===== src/rtl/hack_isa_pkg.sv =====
// Hack ISA constants: instruction bit positions, datapath widths and the ALU control bundle.
package hack_isa_pkg;

    localparam int unsigned DATA_W = 16;
    localparam int unsigned ADDR_W = 15;

    localparam int unsigned INSTR_C = 15;
    localparam int unsigned A_SEL   = 12;
    localparam int unsigned C_ZX    = 11;
    localparam int unsigned C_NX    = 10;
    localparam int unsigned C_ZY    = 9;
    localparam int unsigned C_NY    = 8;
    localparam int unsigned C_F     = 7;
    localparam int unsigned C_NO    = 6;
    localparam int unsigned D_A     = 5;
    localparam int unsigned D_D     = 4;
    localparam int unsigned D_M     = 3;
    localparam int unsigned J_LT    = 2;
    localparam int unsigned J_EQ    = 1;
    localparam int unsigned J_GT    = 0;

    typedef struct packed {
        logic zx;
        logic nx;
        logic zy;
        logic ny;
        logic f;
        logic no;
    } alu_ctrl_t;

    // Field order of alu_ctrl_t matches instruction bits 11..6.
    function automatic alu_ctrl_t decode_alu_ctrl(logic [DATA_W-1:0] instr);
        return alu_ctrl_t'(instr[C_ZX:C_NO]);
    endfunction

endpackage


===== src/rtl/hack_alu.sv =====
// Combinational Hack ALU: optional zero/invert of each operand, add or and, optional output invert.
module hack_alu
    import hack_isa_pkg::*;
(
    input  logic [DATA_W-1:0] x_i,
    input  logic [DATA_W-1:0] y_i,
    input  alu_ctrl_t         ctrl_i,
    output logic [DATA_W-1:0] out_o,
    output logic              zr_o,
    output logic              ng_o
);

    logic [DATA_W-1:0] x_z, x_n, y_z, y_n, res;

    always_comb begin
        x_z   = ctrl_i.zx ? '0 : x_i;
        x_n   = ctrl_i.nx ? ~x_z : x_z;
        y_z   = ctrl_i.zy ? '0 : y_i;
        y_n   = ctrl_i.ny ? ~y_z : y_z;
        res   = ctrl_i.f ? (x_n + y_n) : (x_n & y_n);
        out_o = ctrl_i.no ? ~res : res;
        zr_o  = (out_o == '0);
        ng_o  = out_o[DATA_W-1];
    end

endmodule


===== src/rtl/hack_cpu_core.sv =====
// Single-cycle Hack CPU: A/D/PC registers, instruction decode, jump resolution and RAM write port.
module hack_cpu_core #(
    parameter int unsigned DATA_W   = 16,
    parameter int unsigned ADDR_W   = 15,
    parameter logic [14:0] RESET_PC = 15'd0
) (
    input  logic              clk,
    input  logic              rst,
    input  logic [DATA_W-1:0] instruction,
    input  logic [DATA_W-1:0] inM,
    input  logic              stall,
    output logic [DATA_W-1:0] outM,
    output logic              writeM,
    output logic [ADDR_W-1:0] addressM,
    output logic [ADDR_W-1:0] pc
);

    logic [DATA_W-1:0] a_q, a_d;
    logic [DATA_W-1:0] d_q, d_d;
    logic [ADDR_W-1:0] pc_q, pc_d;

    logic                   is_c;
    logic [DATA_W-1:0]      alu_y;
    logic [DATA_W-1:0]      alu_out;
    logic                   alu_zr;
    logic                   alu_ng;
    logic                   taken;
    hack_isa_pkg::alu_ctrl_t alu_ctrl;

    assign is_c     = instruction[hack_isa_pkg::INSTR_C];
    assign alu_y    = instruction[hack_isa_pkg::A_SEL] ? inM : a_q;
    assign alu_ctrl = hack_isa_pkg::decode_alu_ctrl(instruction);

    hack_alu u_alu (
        .x_i    (d_q),
        .y_i    (alu_y),
        .ctrl_i (alu_ctrl),
        .out_o  (alu_out),
        .zr_o   (alu_zr),
        .ng_o   (alu_ng)
    );

    assign taken = is_c & ((instruction[hack_isa_pkg::J_LT] & alu_ng)
                         | (instruction[hack_isa_pkg::J_EQ] & alu_zr)
                         | (instruction[hack_isa_pkg::J_GT] & ~alu_ng & ~alu_zr));

    // Jump target and memory address both use the pre-edge A, even when A is also a destination.
    always_comb begin
        a_d  = a_q;
        d_d  = d_q;
        pc_d = taken ? a_q[ADDR_W-1:0] : pc_q + 1'b1;
        if (!is_c) begin
            a_d = {{(DATA_W-ADDR_W){1'b0}}, instruction[ADDR_W-1:0]};
        end else begin
            if (instruction[hack_isa_pkg::D_A]) a_d = alu_out;
            if (instruction[hack_isa_pkg::D_D]) d_d = alu_out;
        end
    end

    always_ff @(posedge clk) begin
        if (rst) begin
            a_q  <= '0;
            d_q  <= '0;
            pc_q <= RESET_PC;
        end else if (!stall) begin
            a_q  <= a_d;
            d_q  <= d_d;
            pc_q <= pc_d;
        end
    end

    assign outM     = alu_out;
    assign writeM   = is_c & instruction[hack_isa_pkg::D_M] & ~stall & ~rst;
    assign addressM = a_q[ADDR_W-1:0];
    assign pc       = pc_q;

    logic unused_bits;
    assign unused_bits = ^{instruction[14:13], a_q[DATA_W-1:ADDR_W]};

endmodule


===== config.mk =====
export PLATFORM = sky130hd
export DESIGN_NAME = hack_cpu_core
export DESIGN_NICKNAME = d
export VERILOG_FILES = /design/src/rtl/hack_isa_pkg.sv /design/src/rtl/hack_alu.sv /design/src/rtl/hack_cpu_core.sv
export SDC_FILE = /design/constraint.sdc
export NUM_CORES = 1
export LEC_CHECK = 0
export CORE_MARGIN = 5
export CORE_UTILIZATION = 58
export DETAILED_ROUTE_END_ITERATION = 6
export HOLD_SLACK_MARGIN = 0.03
export PLACE_DENSITY_LB_ADDON = 0.3
export SKIP_CTS_REPAIR_TIMING = 1
export SYNTH_ARGS = -nofsm -noshare
export SYNTH_HDL_FRONTEND = slang
export SYNTH_HIERARCHICAL = 1
export SYNTH_SLANG_ARGS = --single-unit

===== constraint.sdc =====
create_clock -name clk -period 16.25 [get_ports clk]
set_input_delay 4.875 -clock clk [delete_from_list [all_inputs] [get_ports clk]]
set_output_delay 4.875 -clock clk [all_outputs]
set_load 0.05 [all_outputs]

==> flow_summary.json <==
{
  "fin_crit_ns": 14.53,
  "endpoint_kind": "output port",
  "antenna_found_initial": 0,
  "hold_path_class": "register to register",
  "grt_overflow_total": 0,
  "drtIter0Drc": 223,
  "numCtsBuffers": 5,
  "worstPathMaxFanout": 17,
  "hold_viol_final": 0,
  "peakVddDrop_uv": 52.5,
  "grt_max_degree": 50,
  "power.leakage_nw": 1.83,
  "syn_area_um2": 4350,
  "p_clk_share_pct": 20.8,
  "fin_skew_ns": 0.00497,
  "fp.dieW_um": 96.6,
  "ys_seq_elements": 47,
  "synth_top_family_by_area": "simple AND/OR/NAND/NOR gates",
  "hold_ws_ns": 0.459,
  "p_per_area_nw_per_um2": 98.2,
  "n_antenna_cell": 0,
  "min-delay-start": "d_q[5]$_SDFFE_PP0P_",
  "synth_mux_area_share_pct": 11.5,
  "postSynth.asyncResetShare_pct": 0,
  "wl_um": 12000,
  "die-area_um2": 9330,
  "area_growth_pct": 18.5,
  "root_buffer": "clkbuf_8",
  "num_io_pins": 82,
  "synth_compound_area_share_pct": 18.1,
  "worst-r2r-setup-slack_ns": 10.97,
  "grt.total_usage_pct": 26.2,
  "p_total_mw": 0.505,
  "layout.nets": 635,
  "period_share_pct": 89.4,
  "synth_warnings": 6,
  "num-fill-cells": 617,
  "setup_violations": 0,
  "synth_fa_ha_area_share_pct": 5.35,
  "power_switching_mw": 0.222,
  "rr_endpoint": "pc[5]$_SDFFE_PP0N_",
  "gp_congestion": 0.980,
  "rsz0062_at_grt": "false",
  "io_buffer_count": 81,
  "detailedRoute.firstPassIterationCount": 5,
  "combPwrFrac_pct": 53.2,
  "wire_per_inst_um": 17.6,
  "synth.distinct_cells": 68,
  "synth_edf_count": 0,
  "synth_fp_nets": 596,
  "grt_pass1_wl_um": 19300,
  "die_h_um": 96.6,
  "synth_top_flop_cell": "dfxtp_1",
  "ant_nets": 0,
  "worstSetupStartpointType": "input pin",
  "rr_worst_depth": 17,
  "swShare_pct": 43.8,
  "drv_slew": 0,
  "cp.required_ns": 11.37,
  "cp.arrival_ns": 9.66,
  "post-place-ws_ns": 1.82,
  "slew_headroom_pct": 20.5,
  "core_area_um2": 7290,
  "criticalPathCategory": "input pin to output port",
  "cts_htree_levels": 2,
  "fin_ws_ns": 1.72,
  "synthXorXnorAreaFrac_pct": 11.1,
  "cts_sinks": 47,
  "hold_path_depth": 2,
  "synth_area_per_cell_um2": 8.00,
  "ys_seq_area_share_pct": 21.6,
  "crit-reg2reg-launch": "a_q[0]$_SDFFE_PP0P_",
  "initial_utilization_pct": 59.6,
  "routed_via_density": 6.15,
  "worstMarginPinSlew_ns": 1.19,
  "multi_input_area_um2": 3060,
  "yosys.area_share.simple_pct": 24.3,
  "via_count": 4197,
  "cts.path.max_buffers": 2,
  "post_synth_inst_count": 543,
  "internal-power_mw": 0.284,
  "cts_tree": "built",
  "dp_hpwl_um": 9000,
  "drc_errors": 0,
  "grt_pass1_vias": 3983,
  "tns_ns": 0,
  "clk_pin_slew_ns": 0.09,
  "clock_latency_ns": 0.31,
  "rows": 31,
  "register_area_um2": 941,
  "utilization_pct": 70.6,
  "status": "finished, final reports clean",
  "power_frac_seq_pct": 26.1,
  "hold_end": "d_q[5]$_SDFFE_PP0P_",
  "drive_gt1_share_pct": 4.97,
  "cap_violations": 0,
  "max_freq_ghz": 0.0688
}
## power by group through the flow
stage                     Sequential (mW)  Combinational [mW]  Clock, mW
after global routing                0.133               0.286      0.111
after detailed placement            0.134               0.264          0
final                               0.132               0.269      0.105
after global placement              0.134               0.260          0
after floorplan                     0.139               0.192          0
after CTS                           0.132               0.266      0.106
## stage by stage
| step | cells | instance area (um2) |
|---|---|---|
| floorplan | 543 | 4350 |
| global placement | 674 | 5020 |
| detailed placement | 674 | 5020 |
| CTS | 682 | 5150 |
| global route | 682 | 5150 |
| finish | 682 | 5150 |
## logic make-up after synthesis
| family | Yosys count |
|---|---|
| simple gates | 193 |
| compound gates | 113 |
| buf+inv | 69 |
| xor+xnor | 55 |
| mux | 48 |
| flops | 47 |
| fa+ha+maj | 18 |
## layer usage
metal / global-route usage [%] / share of wire [%] / routed length [um] / vias to the layer above
li1: - / - / - / 2023
met1: 32.1 / 41 / 4960 / 1979
met2: 47.4 / 51 / 6080 / 168
met3: 2.40 / 6.1 / 728 / 27
met4: 9.35 / 2.2 / 270 / 0
met5: 0 / 0 / 0 / -
## synth_stat cells, types with 4 or more instances
cell,number,area share [%]
nand2_1,52,4.5
xnor2_1,49,9.9
dfxtp_1,47,22
a21oi_1,37,4.3
nand2b_1,34,4.9
mux2i_1,31,7.1
nor2_1,29,2.5
clkbuf_1,22,1.9
a211oi_1,20,3.5
buf_4,17,2.9
ha_1,17,4.9
nand3_1,17,2.0
inv_1,16,1.4
mux2_1,16,4.1
o21ai_0,10,1.2
nor4_1,8,1.2
o32ai_1,8,1.6
nand4b_1,6,1.2
nor3_1,6,0.69
xor2_1,6,1.2
a21o_1,5,0.86
a31oi_1,5,0.72
buf_1,5,0.43
buf_2,5,0.58
nand3b_1,5,0.86
nand4_1,5,0.72
nor2b_1,4,0.58
nor3b_1,4,0.69
o211ai_1,4,0.69
## cells in the final DEF, fill, tap and decap left out, drive strengths merged, types with 7 or more instances in the layout
cell	count
nor4	9
mux2	17
nor3	7
nor2	29
ha	17
o32ai	8
a21oi	37
nand2	52
dfxtp	47
xnor2	49
inv	18
nand3	17
o21ai	11
mux2i	31
nand2b	34
a211oi	20
clkdlybuf4s50	80
## worst max path at each step
stage / startpoint / to / slack [ns] / depth (start not counted)
detailed placement: instruction[12] / outM[14] / 1.82 / 14
floorplan: instruction[12] / outM[14] / 2.77 / 13
global placement: instruction[12] / outM[14] / 1.91 / 14
CTS: instruction[12] / outM[14] / 1.75 / 14
finish: instruction[12] / outM[14] / 1.72 / 14
global route: instruction[12] / outM[14] / 1.38 / 14
## worst max-delay path, stage by stage
cell             delay (ns)
clkdlybuf4s50_1        0.93
mux2_1                 0.39
nand2b_1               0.09
xnor2_1                0.07
ha_1                   0.27
fa_1                   0.44
a21o_1                 0.22
a221oi_2               0.39
nor4_1                 0.11
o31ai_1                0.33
nand4b_1               0.16
o311a_1                0.16
xnor2_1                0.32
clkdlybuf4s50_1        0.89
## state kept, by name, summed over array words and instances, names as in the netlist
register	flops
a_q	16
d_q	16
pc	15
## layout make-up
class	instances	share of cell area (%)
multi-input cells	427	59.5
flip-flops and latches	47	18.3
repair buffers	83	15.9
well taps	99	2.41
clock buffers	6	1.41
inverters	18	1.31
clock inverters	2	1.17
No activity file was read; power rests on OpenSTA's default activity.
